===== src/rtl/riscv_pkg.sv =====
// riscv_pkg: shared definitions for the RV32I core front end.
//   XLEN             - architectural register / address width
//   RESET_PC_DEFAULT - default first fetch address after reset
//   NOP_INSTR        - canonical NOP (addi x0, x0, 0) used by decode on bubbles
//   fetch_entry_t    - {pc, instr} pair held in the fetch queue
//   align_word()     - clears address bits [1:0]
package riscv_pkg;

  localparam int XLEN = 32;

  localparam logic [XLEN-1:0] RESET_PC_DEFAULT = 32'h0000_0000;
  localparam logic [XLEN-1:0] NOP_INSTR        = 32'h0000_0013;

  typedef struct packed {
    logic [XLEN-1:0] pc;
    logic [XLEN-1:0] instr;
  } fetch_entry_t;

  function automatic logic [XLEN-1:0] align_word(input logic [XLEN-1:0] addr);
    return {addr[XLEN-1:2], 2'b00};
  endfunction

endpackage


===== src/rtl/fetch_queue.sv =====
// fetch_queue: synchronous FIFO of {pc, instr} entries for the fetch stage.
//   clk, rst_n - clock, async active-low reset
//   flush      - synchronous clear of all entries (wins over wr_en/rd_en)
//   wr_en      - push wr_data (ignored when full)
//   wr_data    - entry to push
//   rd_en      - pop head entry (ignored when empty)
//   rd_data    - head entry (undefined contents when empty)
//   count      - number of valid entries
//   empty/full - occupancy flags
module fetch_queue
  import riscv_pkg::*;
#(
  parameter  int DEPTH = 2,
  localparam int AW    = (DEPTH > 1) ? $clog2(DEPTH) : 1,
  localparam int CW    = $clog2(DEPTH + 1)
) (
  input  logic         clk,
  input  logic         rst_n,
  input  logic         flush,
  input  logic         wr_en,
  input  fetch_entry_t wr_data,
  input  logic         rd_en,
  output fetch_entry_t rd_data,
  output logic [CW-1:0] count,
  output logic         empty,
  output logic         full
);

  fetch_entry_t    mem [DEPTH];
  logic [AW-1:0]   wr_ptr;
  logic [AW-1:0]   rd_ptr;
  logic            do_wr;
  logic            do_rd;

  assign empty = (count == '0);
  assign full  = (count == CW'(DEPTH));
  assign do_wr = wr_en && !full && !flush;
  assign do_rd = rd_en && !empty && !flush;

  // DEPTH is a power of two, so the pointers wrap by plain overflow.
  always_ff @(posedge clk or negedge rst_n) begin
    if (!rst_n) begin
      wr_ptr <= '0;
      rd_ptr <= '0;
      count  <= '0;
    end else if (flush) begin
      wr_ptr <= '0;
      rd_ptr <= '0;
      count  <= '0;
    end else begin
      if (do_wr) wr_ptr <= wr_ptr + AW'(1);
      if (do_rd) rd_ptr <= rd_ptr + AW'(1);
      if (do_wr && !do_rd)      count <= count + CW'(1);
      else if (!do_wr && do_rd) count <= count - CW'(1);
    end
  end

  always_ff @(posedge clk) begin
    if (do_wr) mem[wr_ptr] <= wr_data;
  end

  assign rd_data = mem[rd_ptr];

endmodule


===== src/rtl/instruction_fetch_unit.sv =====
// instruction_fetch_unit: RV32I fetch stage. Issues in-order word reads,
// buffers returned words with their PCs and hands them to decode.
//   clk, rst_n          - clock, async active-low reset
//   imem_req_valid/ready - request handshake, imem_req_addr = fetch address
//   imem_rsp_valid/data  - one in-order response per accepted request
//   redirect_valid/pc    - taken branch / jump from execute; squashes younger work
//   if_valid/ready       - decode handshake, if_instr/if_pc = queue head
//
// state | meaning
// ------+------------------------------------------------------------
// BOOT  | one cycle after reset release, no requests issued
// RUN   | normal fetching under the credit rule
module instruction_fetch_unit
  import riscv_pkg::*;
#(
  parameter logic [31:0] RESET_PC    = RESET_PC_DEFAULT,
  parameter int          QUEUE_DEPTH = 2
) (
  input  logic        clk,
  input  logic        rst_n,
  output logic        imem_req_valid,
  input  logic        imem_req_ready,
  output logic [31:0] imem_req_addr,
  input  logic        imem_rsp_valid,
  input  logic [31:0] imem_rsp_data,
  input  logic        redirect_valid,
  input  logic [31:0] redirect_pc,
  output logic        if_valid,
  input  logic        if_ready,
  output logic [31:0] if_instr,
  output logic [31:0] if_pc
);

  localparam int CW = $clog2(QUEUE_DEPTH + 1);
  localparam logic [CW:0] DEPTH_W = (CW+1)'(QUEUE_DEPTH);

  typedef enum logic {BOOT, RUN} state_t;

  state_t        state_q;
  state_t        state_d;
  logic [31:0]   fetch_pc;
  logic [31:0]   resp_pc;
  logic [31:0]   redirect_pc_w;
  logic [CW-1:0] outstanding;
  logic [CW-1:0] drop_cnt;
  logic [CW:0]   credit_used;
  logic          req_fire;
  logic          q_wr;
  logic          q_rd;
  logic          q_empty;
  logic          q_full;
  logic [CW-1:0] q_count;
  fetch_entry_t  q_wr_data;
  fetch_entry_t  q_rd_data;

  assign redirect_pc_w = align_word(redirect_pc);

  // FSM: state register
  always_ff @(posedge clk or negedge rst_n) begin
    if (!rst_n) state_q <= BOOT;
    else        state_q <= state_d;
  end

  // FSM: next state
  always_comb begin
    state_d = state_q;
    case (state_q)
      BOOT:    state_d = RUN;
      RUN:     state_d = RUN;
      default: state_d = BOOT;
    endcase
  end

  // FSM: outputs. Outstanding requests plus buffered words never exceed the
  // queue depth, so every response is guaranteed a free slot.
  assign credit_used = {1'b0, outstanding} + {1'b0, q_count};

  always_comb begin
    imem_req_valid = 1'b0;
    if (state_q == RUN)
      imem_req_valid = !redirect_valid && (credit_used < DEPTH_W);
  end

  assign req_fire      = imem_req_valid && imem_req_ready;
  assign imem_req_addr = fetch_pc;

  always_ff @(posedge clk or negedge rst_n) begin
    if (!rst_n)              fetch_pc <= RESET_PC;
    else if (redirect_valid) fetch_pc <= redirect_pc_w;
    else if (req_fire)       fetch_pc <= fetch_pc + 32'd4;
  end

  always_ff @(posedge clk or negedge rst_n) begin
    if (!rst_n) begin
      outstanding <= '0;
    end else begin
      case ({req_fire, imem_rsp_valid})
        2'b10:   outstanding <= outstanding + CW'(1);
        2'b01:   outstanding <= outstanding - CW'(1);
        default: outstanding <= outstanding;
      endcase
    end
  end

  // Everything still in flight at a redirect is stale; a response landing in
  // the redirect cycle itself is discarded directly, hence the subtraction.
  always_ff @(posedge clk or negedge rst_n) begin
    if (!rst_n)
      drop_cnt <= '0;
    else if (redirect_valid)
      drop_cnt <= outstanding - CW'(imem_rsp_valid);
    else if (imem_rsp_valid && (drop_cnt != '0))
      drop_cnt <= drop_cnt - CW'(1);
  end

  assign q_wr = imem_rsp_valid && !redirect_valid && (drop_cnt == '0);

  always_ff @(posedge clk or negedge rst_n) begin
    if (!rst_n)              resp_pc <= RESET_PC;
    else if (redirect_valid) resp_pc <= redirect_pc_w;
    else if (q_wr)           resp_pc <= resp_pc + 32'd4;
  end

  assign q_wr_data = '{pc: resp_pc, instr: imem_rsp_data};
  assign q_rd      = if_valid && if_ready;

  fetch_queue #(
    .DEPTH (QUEUE_DEPTH)
  ) u_queue (
    .clk     (clk),
    .rst_n   (rst_n),
    .flush   (redirect_valid),
    .wr_en   (q_wr),
    .wr_data (q_wr_data),
    .rd_en   (q_rd),
    .rd_data (q_rd_data),
    .count   (q_count),
    .empty   (q_empty),
    .full    (q_full)
  );

  // Decode sees nothing during a redirect; the head may be a squashed word.
  assign if_valid = !q_empty && !redirect_valid;
  assign if_instr = if_valid ? q_rd_data.instr : '0;
  assign if_pc    = if_valid ? q_rd_data.pc    : '0;

endmodule


===== config.mk =====
export PLATFORM = sky130hd
export DESIGN_NAME = instruction_fetch_unit
export DESIGN_NICKNAME = d
export VERILOG_FILES = /design/src/rtl/riscv_pkg.sv /design/src/rtl/fetch_queue.sv /design/src/rtl/instruction_fetch_unit.sv
export SDC_FILE = /design/constraint.sdc
export NUM_CORES = 1
export LEC_CHECK = 0
export BUFFER_PORTS_ARGS = -buffer_cell sky130_fd_sc_hd__buf_2
export CAP_MARGIN = 20
export CELL_PAD_IN_SITES_DETAIL_PLACEMENT = 0
export CELL_PAD_IN_SITES_GLOBAL_PLACEMENT = 2
export CORE_ASPECT_RATIO = 0.9
export CORE_MARGIN = 4
export CORE_UTILIZATION = 33
export CTS_CLUSTER_DIAMETER = 80
export DETAILED_ROUTE_END_ITERATION = 16
export GPL_ROUTABILITY_DRIVEN = 1
export PLACE_DENSITY_LB_ADDON = 0.08
export SYNTH_ARGS = -nofsm -noshare
export SYNTH_HDL_FRONTEND = slang
export SYNTH_SLANG_ARGS = --single-unit

===== constraint.sdc =====
create_clock -name clk -period 5.5 [get_ports clk]
set_input_delay 1.1 -clock clk [delete_from_list [all_inputs] [get_ports clk]]
set_output_delay 1.1 -clock clk [all_outputs]
set_load 0.02 [all_outputs]

==> results of run 1 <==
-- metal layers --
| metal | vias to the layer above | share of wire |
|---|---|---|
| met5 | - | 0 |
| met1 | 3067 | 0.46 |
| li1 | 3002 | - |
| met3 | 20 | 0.057 |
| met2 | 159 | 0.47 |
| met4 | 0 | 0.013 |
-- worst max-delay path, delay by kind of cell --
kind / cells / cell delay, ns
AOI/OAI and AO/OA: 1 / 0.14
and+or+nand+nor: 1 / 0.16
buffers and inverters: 4 / 1.15
-- path summary, 6_finish.rpt --
path                                               from  slack [ns]                             to  cells past startpoint
setup reg to reg           u_queue.count[0]$_DFFE_PN0P_        2.36  imem_req_addr[19]$_DFFE_PN0P_                      6
hold / removal                  resp_pc[31]$_DFFE_PN0N_        0.51   u_queue.mem[1][63]$_DFFE_PP_                      0
min in group asynchronous                         rst_n        0.75   imem_req_addr[3]$_DFFE_PN0P_                      1
hold reg to reg                 resp_pc[31]$_DFFE_PN0N_        0.51   u_queue.mem[1][63]$_DFFE_PP_                      0
max in group asynchronous                         rst_n        3.69     u_queue.rd_ptr$_DFFE_PN0P_                      2
setup / recovery                         redirect_valid        1.81                      if_pc[18]                      6
-- through the flow --
step | std cells | hold WS (ns) | total power (W) | setup slack (ns)
3_3_place_gp | 1197 | 0.492 | 0.00241 | 1.79
6_report | 1230 | 0.510 | 0.00365 | 1.81
2_1_floorplan | 722 | 0.456 | 0.00221 | 0.962
3_5_place_dp | 1197 | 0.507 | 0.00243 | 1.78
4_1_cts | 1229 | 0.523 | 0.00371 | 1.78
5_1_grt | 1230 | 0.550 | 0.00384 | 1.68
-- flip-flops by register name, summed over array words and instances (netlist names) --
register / cells
u_queue.wr_ptr: 1
drop_cnt: 2
state_q: 1
u_queue.count: 2
u_queue.rd_ptr: 1
imem_req_addr: 30
resp_pc: 30
u_queue.mem: 124
outstanding: 2
-- power by group through the flow --
stage	clock (W)	combinational (W)	sequential, W
after detailed placement	0	0.000569	0.00186
after global placement	0	0.000561	0.00185
after floorplan	0	0.000373	0.00184
after global routing	0.00137	0.000627	0.00185
after CTS	0.00131	0.000573	0.00182
final	0.00127	0.000563	0.00182
-- area by class of cell --
class / instances / area [um^2]
Clock buffer: 17 / 425
Clock inverter: 15 / 186
Fill cell: 2527 / 15600
Inverter: 18 / 68.8
Multi-Input combinational cell: 469 / 3100
Sequential cell: 193 / 5450
Tap cell: 348 / 435
Timing Repair Buffer: 170 / 873
-- kinds of logic (layout without fill, tap and decap cells) --
kind of cell    Yosys count  after routing  share of synthesized area
flops                   193            193                      0.621
buf+inv                  60            220                     0.0314
other cells               2              5                   0.000855
compound gates          113            113                     0.0874
simple gates            259            259                      0.155
fa+ha+maj                 6              6                    0.00941
xor+xnor                 20             20                     0.0200
mux                      66             66                     0.0757
-- cells in the final DEF, fill, tap and decap left out, drive strengths merged, types with 7 or more instances in the layout --
| cell | n |
|---|---|
| a21oi | 10 |
| o211ai | 8 |
| edfxtp | 124 |
| and3 | 10 |
| nand4 | 22 |
| or3 | 12 |
| a211oi | 10 |
| o21ai | 26 |
| mux2i | 63 |
| clkinv | 7 |
| nand3 | 27 |
| inv | 24 |
| a31oi | 21 |
| nor3 | 10 |
| o31ai | 12 |
| clkbuf | 17 |
| or4 | 13 |
| nor2 | 93 |
| nand2 | 34 |
| buf | 170 |
| xnor2 | 14 |
| dfrtp | 69 |
==> flow_metrics.env, run 1 <==
export IMPL_status="complete, no violations"
export IMPL_utilization=0.403
export IMPL_power_internal_w=0.00256
export IMPL_synth_ff_type="edfxtp_1"
export IMPL_ios=168
export IMPL_worst_pin_slew_ns=0.884
export IMPL_die_w_um=180
export IMPL_rsz0062_at_grt="false"
export IMPL_antenna_cells=0
export IMPL_wl_mm=23.1
export IMPL_fmax_ghz=0.271
export IMPL_p_per_area_mw_per_mm2=347
export IMPL_start_util=0.336
export IMPL_fin_skew_ns=0.00849
export IMPL_num_vias=6248
export IMPL_post_route_period_util=0.670
export IMPL_post_dp_cell_area_mm2=0.00992
export IMPL_die_height_um=163
export IMPL_hp_class="flop to flop"
export IMPL_cts_sinks=193
export IMPL_layout_drive_gt1_share=0.254
export IMPL_cpMostUsedCell="buf_2"
export IMPL_ys_ff_latch=193
export IMPL_critPathCaptureType="output pin"
export IMPL_clkPwrFrac=0.347
export IMPL_ys_warnings_count=0
export IMPL_swShare=0.299
export IMPL_synth_area_leaders="edfxtp_1 (42%), dfrtp_1 (20%), mux2i_1 (7.2%), nor2_1 (3.9%), nand3_1 (1.5%)"
export IMPL_yosysMostFrequentCell="edfxtp_1"
export IMPL_core_mm2=0.0261
export IMPL_place_gp_congestion=0.732
export IMPL_synth_cell_type_count=56
export IMPL_fin_setup_tns_ns=0
export IMPL_grt_pass1_vias=6387
export IMPL_use_met2=0.252
export IMPL_synthCells=719
export IMPL_cts_tree="done"
export IMPL_period_needed_ns=3.69
export IMPL_seqPwrFrac=0.499
export IMPL_dp_hpwl_mm=16.0
export IMPL_required_ns=4.40
export IMPL_grt_usage=0.157
export IMPL_worstPathCellList="buf_2, inv_1, o21ai_4, buf_4, nor2_1, buf_2"
export IMPL_post_cts_resized=0
export IMPL_wire_per_inst_um=18.8
export IMPL_synth_edf_count=124
export IMPL_synth_top_area_frac=0.424
export IMPL_grt_pass1_wl_mm=36.5
export IMPL_critPathSlowestCell="buf_4"
export IMPL_worstPathMaxFanout=57
export IMPL_max_stage_delay_ns=0.57
export IMPL_cp_start_kind="primary input"
export IMPL_cts_buffers=17
export IMPL_yosys_area_top_type="edfxtp_1"
export IMPL_grt_overflow_total=0
export IMPL_root_buffer="clkbuf_16"
export IMPL_cap_violations=0
export IMPL_drtAntennaViolNets=0
export IMPL_postCtsHoldBufs=0
export IMPL_crit_type="primary input to output pin"
export IMPL_top_usage_layer="met2"
export IMPL_cp_arrival_ns=2.59
export IMPL_port_buffers=161
export IMPL_p_leak_nw=3.96
export IMPL_drcViolationCount=0
export IMPL_clk_latency_ns=0.43
export IMPL_syn_area_mm2=0.00878
export IMPL_clock_path_buffers=2
export IMPL_rows=56
export IMPL_fin_area_mm2=0.0105
export IMPL_async_reset_ff_frac=0.358
export IMPL_htreeDepth=4
export IMPL_first_pass_iters=5
export IMPL_report_final_slew_viol_count=0
export IMPL_area_delta_synth_final_pct=20.1
export IMPL_avgSynthCellArea_um2=12.2
export IMPL_peakVddDrop_uv=177
export IMPL_finalHoldViolCount=0
export IMPL_post_cts_buffers=0
export IMPL_yosys_top_cells_count="edfxtp_1 (124), nor2_1 (92), dfrtp_1 (69)"
export IMPL_comb_power_share=0.154
export IMPL_final_nets=945
export IMPL_first_iter_violations=323
export IMPL_switchingPower_w=0.00109
export IMPL_grt_use_met1=0.217
export IMPL_finalSetupViolCount=0
export IMPL_use_met3=0.0395
export IMPL_relSlewSlack=0.406
export IMPL_antenna_found_initial=0
export IMPL_die_area_mm2=0.0293
export IMPL_grt_max_degree=63
export IMPL_clk_pin_slew_ns=0.08
export IMPL_synth_seq_area_share=0.621
export IMPL_vias_per_cell=5.08
(Power assumes the default switching activity.)
==> inputs of run 2 (changes only) <==
clock period = 3.06 ns   (was 5.5 ns; I/O delays follow)
==> run 2 against run 1 <==
Compared with the run above:
- sequential share of layout area shrank 0.96 points
- critical path depth down 1
- power grew 81%
- first-iteration DRC count fell by 0.31%
- global-route usage up 0.21 points
- utilization up 0.76 points
- clock power grew 79%
- critical endpoint is now imem_req_valid
- largest cell class unchanged
==> flow_metrics.env, run 2 (same netlist as run 1, synthesis figures left out) <==
export IMPL_relSlewSlack=0.542
export IMPL_worst_pin_slew_ns=0.685
export IMPL_pre_cts_slack_ns=0.246
export IMPL_period_needed_ns=2.98
export IMPL_wire_per_inst_um=18.8
export IMPL_core_mm2=0.0261
export IMPL_dp_hpwl_mm=16.8
export IMPL_fmax_ghz=0.336
export IMPL_first_iter_violations=322
export IMPL_p_leak_nw=4.05
export IMPL_hp_class="primary input to asynchronous set/reset pin"
export IMPL_post_cts_buffers=0
export IMPL_drtAntennaViolNets=0
export IMPL_ios=168
export IMPL_dpl_cell_count=1214
export IMPL_n_fill_cell=2544
export IMPL_post_cts_resized=0
export IMPL_start_util=0.336
export IMPL_place_gp_congestion=0.774
export IMPL_grt_pass1_vias=6459
export IMPL_root_buffer="clkbuf_16"
export IMPL_critPathCaptureType="output pin"
export IMPL_port_buffers=161
export IMPL_status="complete, no violations"
export IMPL_final_common_cell="buf_2"
export IMPL_die_area_mm2=0.0293
export IMPL_grt_overflow_total=0
export IMPL_grt_usage=0.160
export IMPL_grt_pass1_wl_mm=36.8
export IMPL_reg2reg_depth=8
export IMPL_clock_path_buffers=2
export IMPL_finalHoldViolCount=0
export IMPL_die_w_um=180
export IMPL_largest_register_ffs=124
export IMPL_final_nets=962
export IMPL_vias_per_cell=5.15
export IMPL_peakVddDrop_uv=301
export IMPL_first_pass_iters=4
export IMPL_finalSetupViolCount=0
export IMPL_clk_latency_ns=0.43
export IMPL_htreeDepth=4
export IMPL_cts_buffers=17
export IMPL_cts_tree="done"
export IMPL_clk_pin_slew_ns=0.08
export IMPL_grt_max_degree=63
export IMPL_antenna_found_initial=0
export IMPL_area_delta_synth_final_pct=22.3
export IMPL_num_vias=6419
export IMPL_cp_start_kind="flop"
export IMPL_fin_skew_ns=0.0165
export IMPL_crit_type="flop to output pin"
export IMPL_drcViolationCount=0
export IMPL_rows=56
export IMPL_layout_drive_gt1_share=0.268
export IMPL_cap_violations=0
export IMPL_die_height_um=163
export IMPL_cp_arrival_ns=2.36
export IMPL_post_route_period_util=0.972
export IMPL_report_final_slew_viol_count=0
export IMPL_final_cell_mix="buf_2 (161), edfxtp_1 (124), nor2_1 (92)"
export IMPL_cts_sinks=193
export IMPL_postCtsHoldBufs=0
export IMPL_wl_mm=23.5
export IMPL_p_per_area_mw_per_mm2=615
export IMPL_antenna_cells=0
export IMPL_rsz0062_at_grt="false"
export IMPL_worstPathMaxFanout=11
export IMPL_setup_slack_ns=0.0848
export IMPL_fin_cells=1247
export IMPL_largest_register="u_queue.mem"
export IMPL_required_ns=2.45
-- run 2: cell count changes in the layout (fill, tap and decap cells not counted), sizes merged --
| cell | delta |
|---|---|
| clkinvlp | +2 |
| clkbuf | +1 |
| buf | +17 |
| clkinv | -2 |
| inv | -1 |
-- run 2: critical path: stages (launching register included) --
cell and delay, ns:
dfrtp_1 0.44, and2_1 0.19, fa_1 0.44, or4b_4 0.57, inv_6 0.13, buf_2 0.18
-- run 2: layer usage --
metal | up-vias | part of all wire | track usage
met5 | - | 0 | 0
met4 | 0 | 0.023 | 0.0516
li1 | 3043 | - | -
met3 | 30 | 0.053 | 0.0402
met1 | 3185 | 0.46 | 0.215
met2 | 161 | 0.47 | 0.255
-- run 2: final timing paths --
path                       slack [ns]                       start                            end
setup / recovery                 0.08  outstanding[0]$_DFFE_PN0P_                 imem_req_valid
hold / removal                    0.1                       rst_n         resp_pc[8]$_DFFE_PN0N_
setup reg to reg                 0.22  outstanding[0]$_DFFE_PN0P_  imem_req_addr[14]$_DFFE_PN0P_
hold reg to reg                  0.52     resp_pc[31]$_DFFE_PN0N_   u_queue.mem[1][63]$_DFFE_PP_
max in group asynchronous        2.20                       rst_n        resp_pc[30]$_DFFE_PN0N_
min in group clk                 0.37           imem_rsp_data[13]   u_queue.mem[1][13]$_DFFE_PP_
-- run 2: area by class of cell --
class | instances | area, um^2 | area share
Inverter | 18 | 72.6 | 0.00676
Sequential cell | 193 | 5450 | 0.508
Timing Repair Buffer | 187 | 1080 | 0.100
Tap cell | 348 | 435 | 0.0405
Clock inverter | 14 | 175 | 0.0163
Multi-Input combinational cell | 469 | 3100 | 0.289
Clock buffer | 18 | 429 | 0.0400
-- run 2: per-stage QoR --
stage / TNS [ns] / hold WS (ns) / power (W) / utilization / cell area, um^2
6_report: 0 / 0.0967 / 0.00661 / 0.411 / 10700
5_1_grt: 0 / 0.0951 / 0.00693 / 0.411 / 10700
4_1_cts: 0 / 0.0817 / 0.00669 / 0.411 / 10700
3_5_place_dp: 0 / 0.504 / 0.00440 / 0.387 / 10100
3_3_place_gp: 0 / 0.496 / 0.00437 / 0.387 / 10100
2_1_floorplan: -1.18 / 0.316 / 0.00398 / - / 8850
-- run 2: where the power goes --
part | switching [W] | leakage, nW | internal [W]
registers | 0.000232 | 1.93 | 0.00303
clock network | 0.00110 | 0.283 | 0.00117
logic | 0.000650 | 1.84 | 0.000420
==> inputs of run 3 (changes only) <==
CORE_UTILIZATION = 34   (was 33)
SYNTH_HIERARCHICAL = 1   (was default)
==> run 3 against run 2 <==
Compared with the run above:
- clock-buffer cell count is 1 lower
- via count shrank 7.8%
- utilization increased by 0.72 points
- critical path depth shrank 1
- highest routed layer unchanged
==> flow_metrics.env, run 3 <==
export IMPL_drcViolationCount=0
export IMPL_grt_use_met1=0.213
export IMPL_worstPathCellList="and2_1, fa_1, nor4b_4, buf_2"
export IMPL_fmax_ghz=0.378
export IMPL_num_vias=5921
export IMPL_clk_latency_ns=0.43
export IMPL_drtAntennaViolNets=0
export IMPL_yosysMostFrequentCell="edfxtp_1"
export IMPL_cp_arrival_ns=2.03
export IMPL_antenna_cells=0
export IMPL_comb_power_share=0.132
export IMPL_area_delta_synth_final_pct=21.0
export IMPL_avgSynthCellArea_um2=13.0
export IMPL_rows=56
export IMPL_hold_slack_ns=0.195
export IMPL_synth_simple_area_share=0.156
export IMPL_wire_per_inst_um=17.4
export IMPL_yosys_area_top_type="edfxtp_1"
export IMPL_worstPathMaxFanout=8
export IMPL_htreeDepth=4
export IMPL_wl_mm=21.2
export IMPL_start_util=0.346
export IMPL_synth_compound_area_frac=0.0580
export IMPL_status="complete, no violations"
export IMPL_synthAdderAreaFrac=0.00917
export IMPL_die_area_mm2=0.0292
export IMPL_synthCells=692
export IMPL_cts_buffers=17
export IMPL_final_cell_mix="buf_2 (163), edfxtp_1 (128), and2_1 (70)"
export IMPL_ys_warnings_count=6
export IMPL_finalHoldViolCount=0
export IMPL_critPathSlowestCell="fa_1"
export IMPL_syn_area_mm2=0.00901
export IMPL_ios=168
export IMPL_crit_family="adder cells"
export IMPL_core_mm2=0.0261
export IMPL_cts_tree="done"
export IMPL_die_height_um=162
export IMPL_synth_edf_count=128
export IMPL_clock_path_buffers=2
export IMPL_final_common_cell="buf_2"
export IMPL_rsz0062_at_grt="false"
export IMPL_cts_sinks=197
export IMPL_vias_per_cell=4.85
export IMPL_use_met2=0.216
export IMPL_use_met3=0.0331
export IMPL_top_usage_layer="met2"
export IMPL_place_gp_congestion=0.758
export IMPL_muxShareOfSynthArea=0.0889
export IMPL_worst_pin_slew_ns=0.829
export IMPL_synth_top_area_frac=0.427
export IMPL_crit_type="flop to output pin"
export IMPL_first_iter_violations=239
export IMPL_p_leak_nw=4.28
export IMPL_grt_pass1_wl_mm=33.5
export IMPL_fin_cells=1220
export IMPL_dpl_cell_count=1189
export IMPL_required_ns=2.45
export IMPL_switchingPower_w=0.00171
export IMPL_yosys_top_cells_count="edfxtp_1 (128), and2_1 (70), dfrtp_1 (69)"
export IMPL_relSlewSlack=0.445
export IMPL_seqPwrFrac=0.517
export IMPL_swShare=0.275
export IMPL_p_per_area_mw_per_mm2=570
export IMPL_critPathCaptureType="output pin"
export IMPL_synth_xor_area_frac=0.0428
export IMPL_synth_top_family_by_area="simple AND/OR/NAND/NOR gates"
export IMPL_dp_hpwl_mm=14.8
export IMPL_max_stage_delay_ns=0.48
export IMPL_port_buffers=163
export IMPL_post_cts_buffers=0
export IMPL_cap_violations=0
export IMPL_post_route_period_util=0.865
export IMPL_largest_register_ffs=128
export IMPL_root_buffer="clkbuf_16"
export IMPL_synth_seq_area_share=0.618
export IMPL_antenna_found_initial=0
export IMPL_hp_class="primary input to asynchronous set/reset pin"
export IMPL_async_reset_ff_frac=0.350
export IMPL_power_w=0.00621
export IMPL_final_nets=936
export IMPL_grt_usage=0.144
export IMPL_layout_drive_gt1_share=0.345
export IMPL_grt_max_degree=67
export IMPL_power_internal_w=0.00450
export IMPL_clk_pin_slew_ns=0.07
export IMPL_finalSetupViolCount=0
export IMPL_synth_area_leaders="edfxtp_1 (43%), dfrtp_1 (19%), mux2_2 (8.5%), and2_1 (4.9%), xor2_1 (2.8%)"
export IMPL_largest_register="u_queue/mem"
export IMPL_first_pass_iters=6
export IMPL_grt_pass1_vias=5923
export IMPL_synth_cell_type_count=55
export IMPL_grt_overflow_total=0
export IMPL_crit_buf_inv=1
export IMPL_report_final_slew_viol_count=0
export IMPL_peakVddDrop_uv=329
export IMPL_synth_ff_type="edfxtp_1"
export IMPL_die_w_um=180
export IMPL_fin_skew_ns=0.0118
export IMPL_cp_start_kind="flop"
export IMPL_clkPwrFrac=0.351
export IMPL_period_needed_ns=2.65
export IMPL_ys_ff_latch=197
==> run 3: changes by cell type in the layout (fill, tap and decap cells not counted), moves of 10 or more <==
cell / delta
or4_1: -12
buf_4: -10
o21ai_0: +10
nor2_1: -70
nand2_1: +15
mux2i_1: -61
a31oi_1: -15
mux2_2: +65
or3_1: -10
o31ai_1: -12
and2_1: +64
xor2_1: +23
==> run 3: kinds of logic after synthesis <==
family / count (synthesis)
compound gates: 85
xor+xnor: 44
fa+ha+maj: 6
buf+inv: 46
flops: 197
mux: 71
other cells: 2
simple gates: 241
==> run 3: path summary, 6_finish.rpt <==
kind                       slack (ns)                           end  cells after the start                          from
max in group asynchronous        2.12       resp_pc[19]$_DFFE_PN0N_                      2                         rst_n
hold / removal                   0.20  imem_req_addr[5]$_DFFE_PN0P_                      1                         rst_n
setup reg to reg                 0.44    outstanding[1]$_DFFE_PN0P_                      8  u_queue/count[0]$_DFFE_PN0P_
min in group clk                 0.36  u_queue/mem[0][30]$_DFFE_PP_                      1             imem_rsp_data[30]
setup / recovery                 0.41                imem_req_valid                      4  u_queue/count[0]$_DFFE_PN0P_
hold reg to reg                  0.52  u_queue/mem[1][63]$_DFFE_PP_                      0       resp_pc[31]$_DFFE_PN0N_
==> run 3: power groups by stage <==
| stage | Clock (W) | Combinational (W) | Sequential [W] |
|---|---|---|---|
| CTS | 0.00225 | 0.000840 | 0.00321 |
| floorplan | 0 | 0.000500 | 0.00328 |
| global route | 0.00235 | 0.000920 | 0.00324 |
| global placement | 0 | 0.000820 | 0.00326 |
| detailed placement | 0 | 0.000834 | 0.00327 |
| finish | 0.00218 | 0.000821 | 0.00321 |
==> run 3: what timing repair did <==
| item | 4_1_cts | 5_1_grt |
|---|---|---|
| endpoints found under the setup margin | 0 | 1 |
| hold buffers | 0 | 0 |
| resized for setup | 0 | 1 |
==> run 3: final cells by class <==
| type | count | area (um^2) |
|---|---|---|
| inverters | 11 | 41.3 |
| well taps | 348 | 435 |
| fillers | 2539 | 15200 |
| clock buffers | 17 | 425 |
| flip-flops and latches | 197 | 5570 |
| repair buffers | 179 | 1010 |
| clock inverters | 14 | 148 |
| multi-input cells | 454 | 3270 |
==> run 3: layer usage <==
layer  part of all wire  routed length [um]
met2               0.44                9390
met4             0.0067                 142
met1               0.50               10500
met5                  0                   0
met3              0.054                1130
==> run 3: stage by stage <==
stage	utilization	cell area, um^2	setup WS (ns)	setup TNS [ns]
4_1_cts	0.418	10900	0.203	0
2_1_floorplan	-	9080	-0.134	-8.56
5_1_grt	0.418	10900	0.238	0
6_report	0.418	10900	0.414	0
3_3_place_gp	0.396	10300	0.267	0
3_5_place_dp	0.396	10300	0.223	0
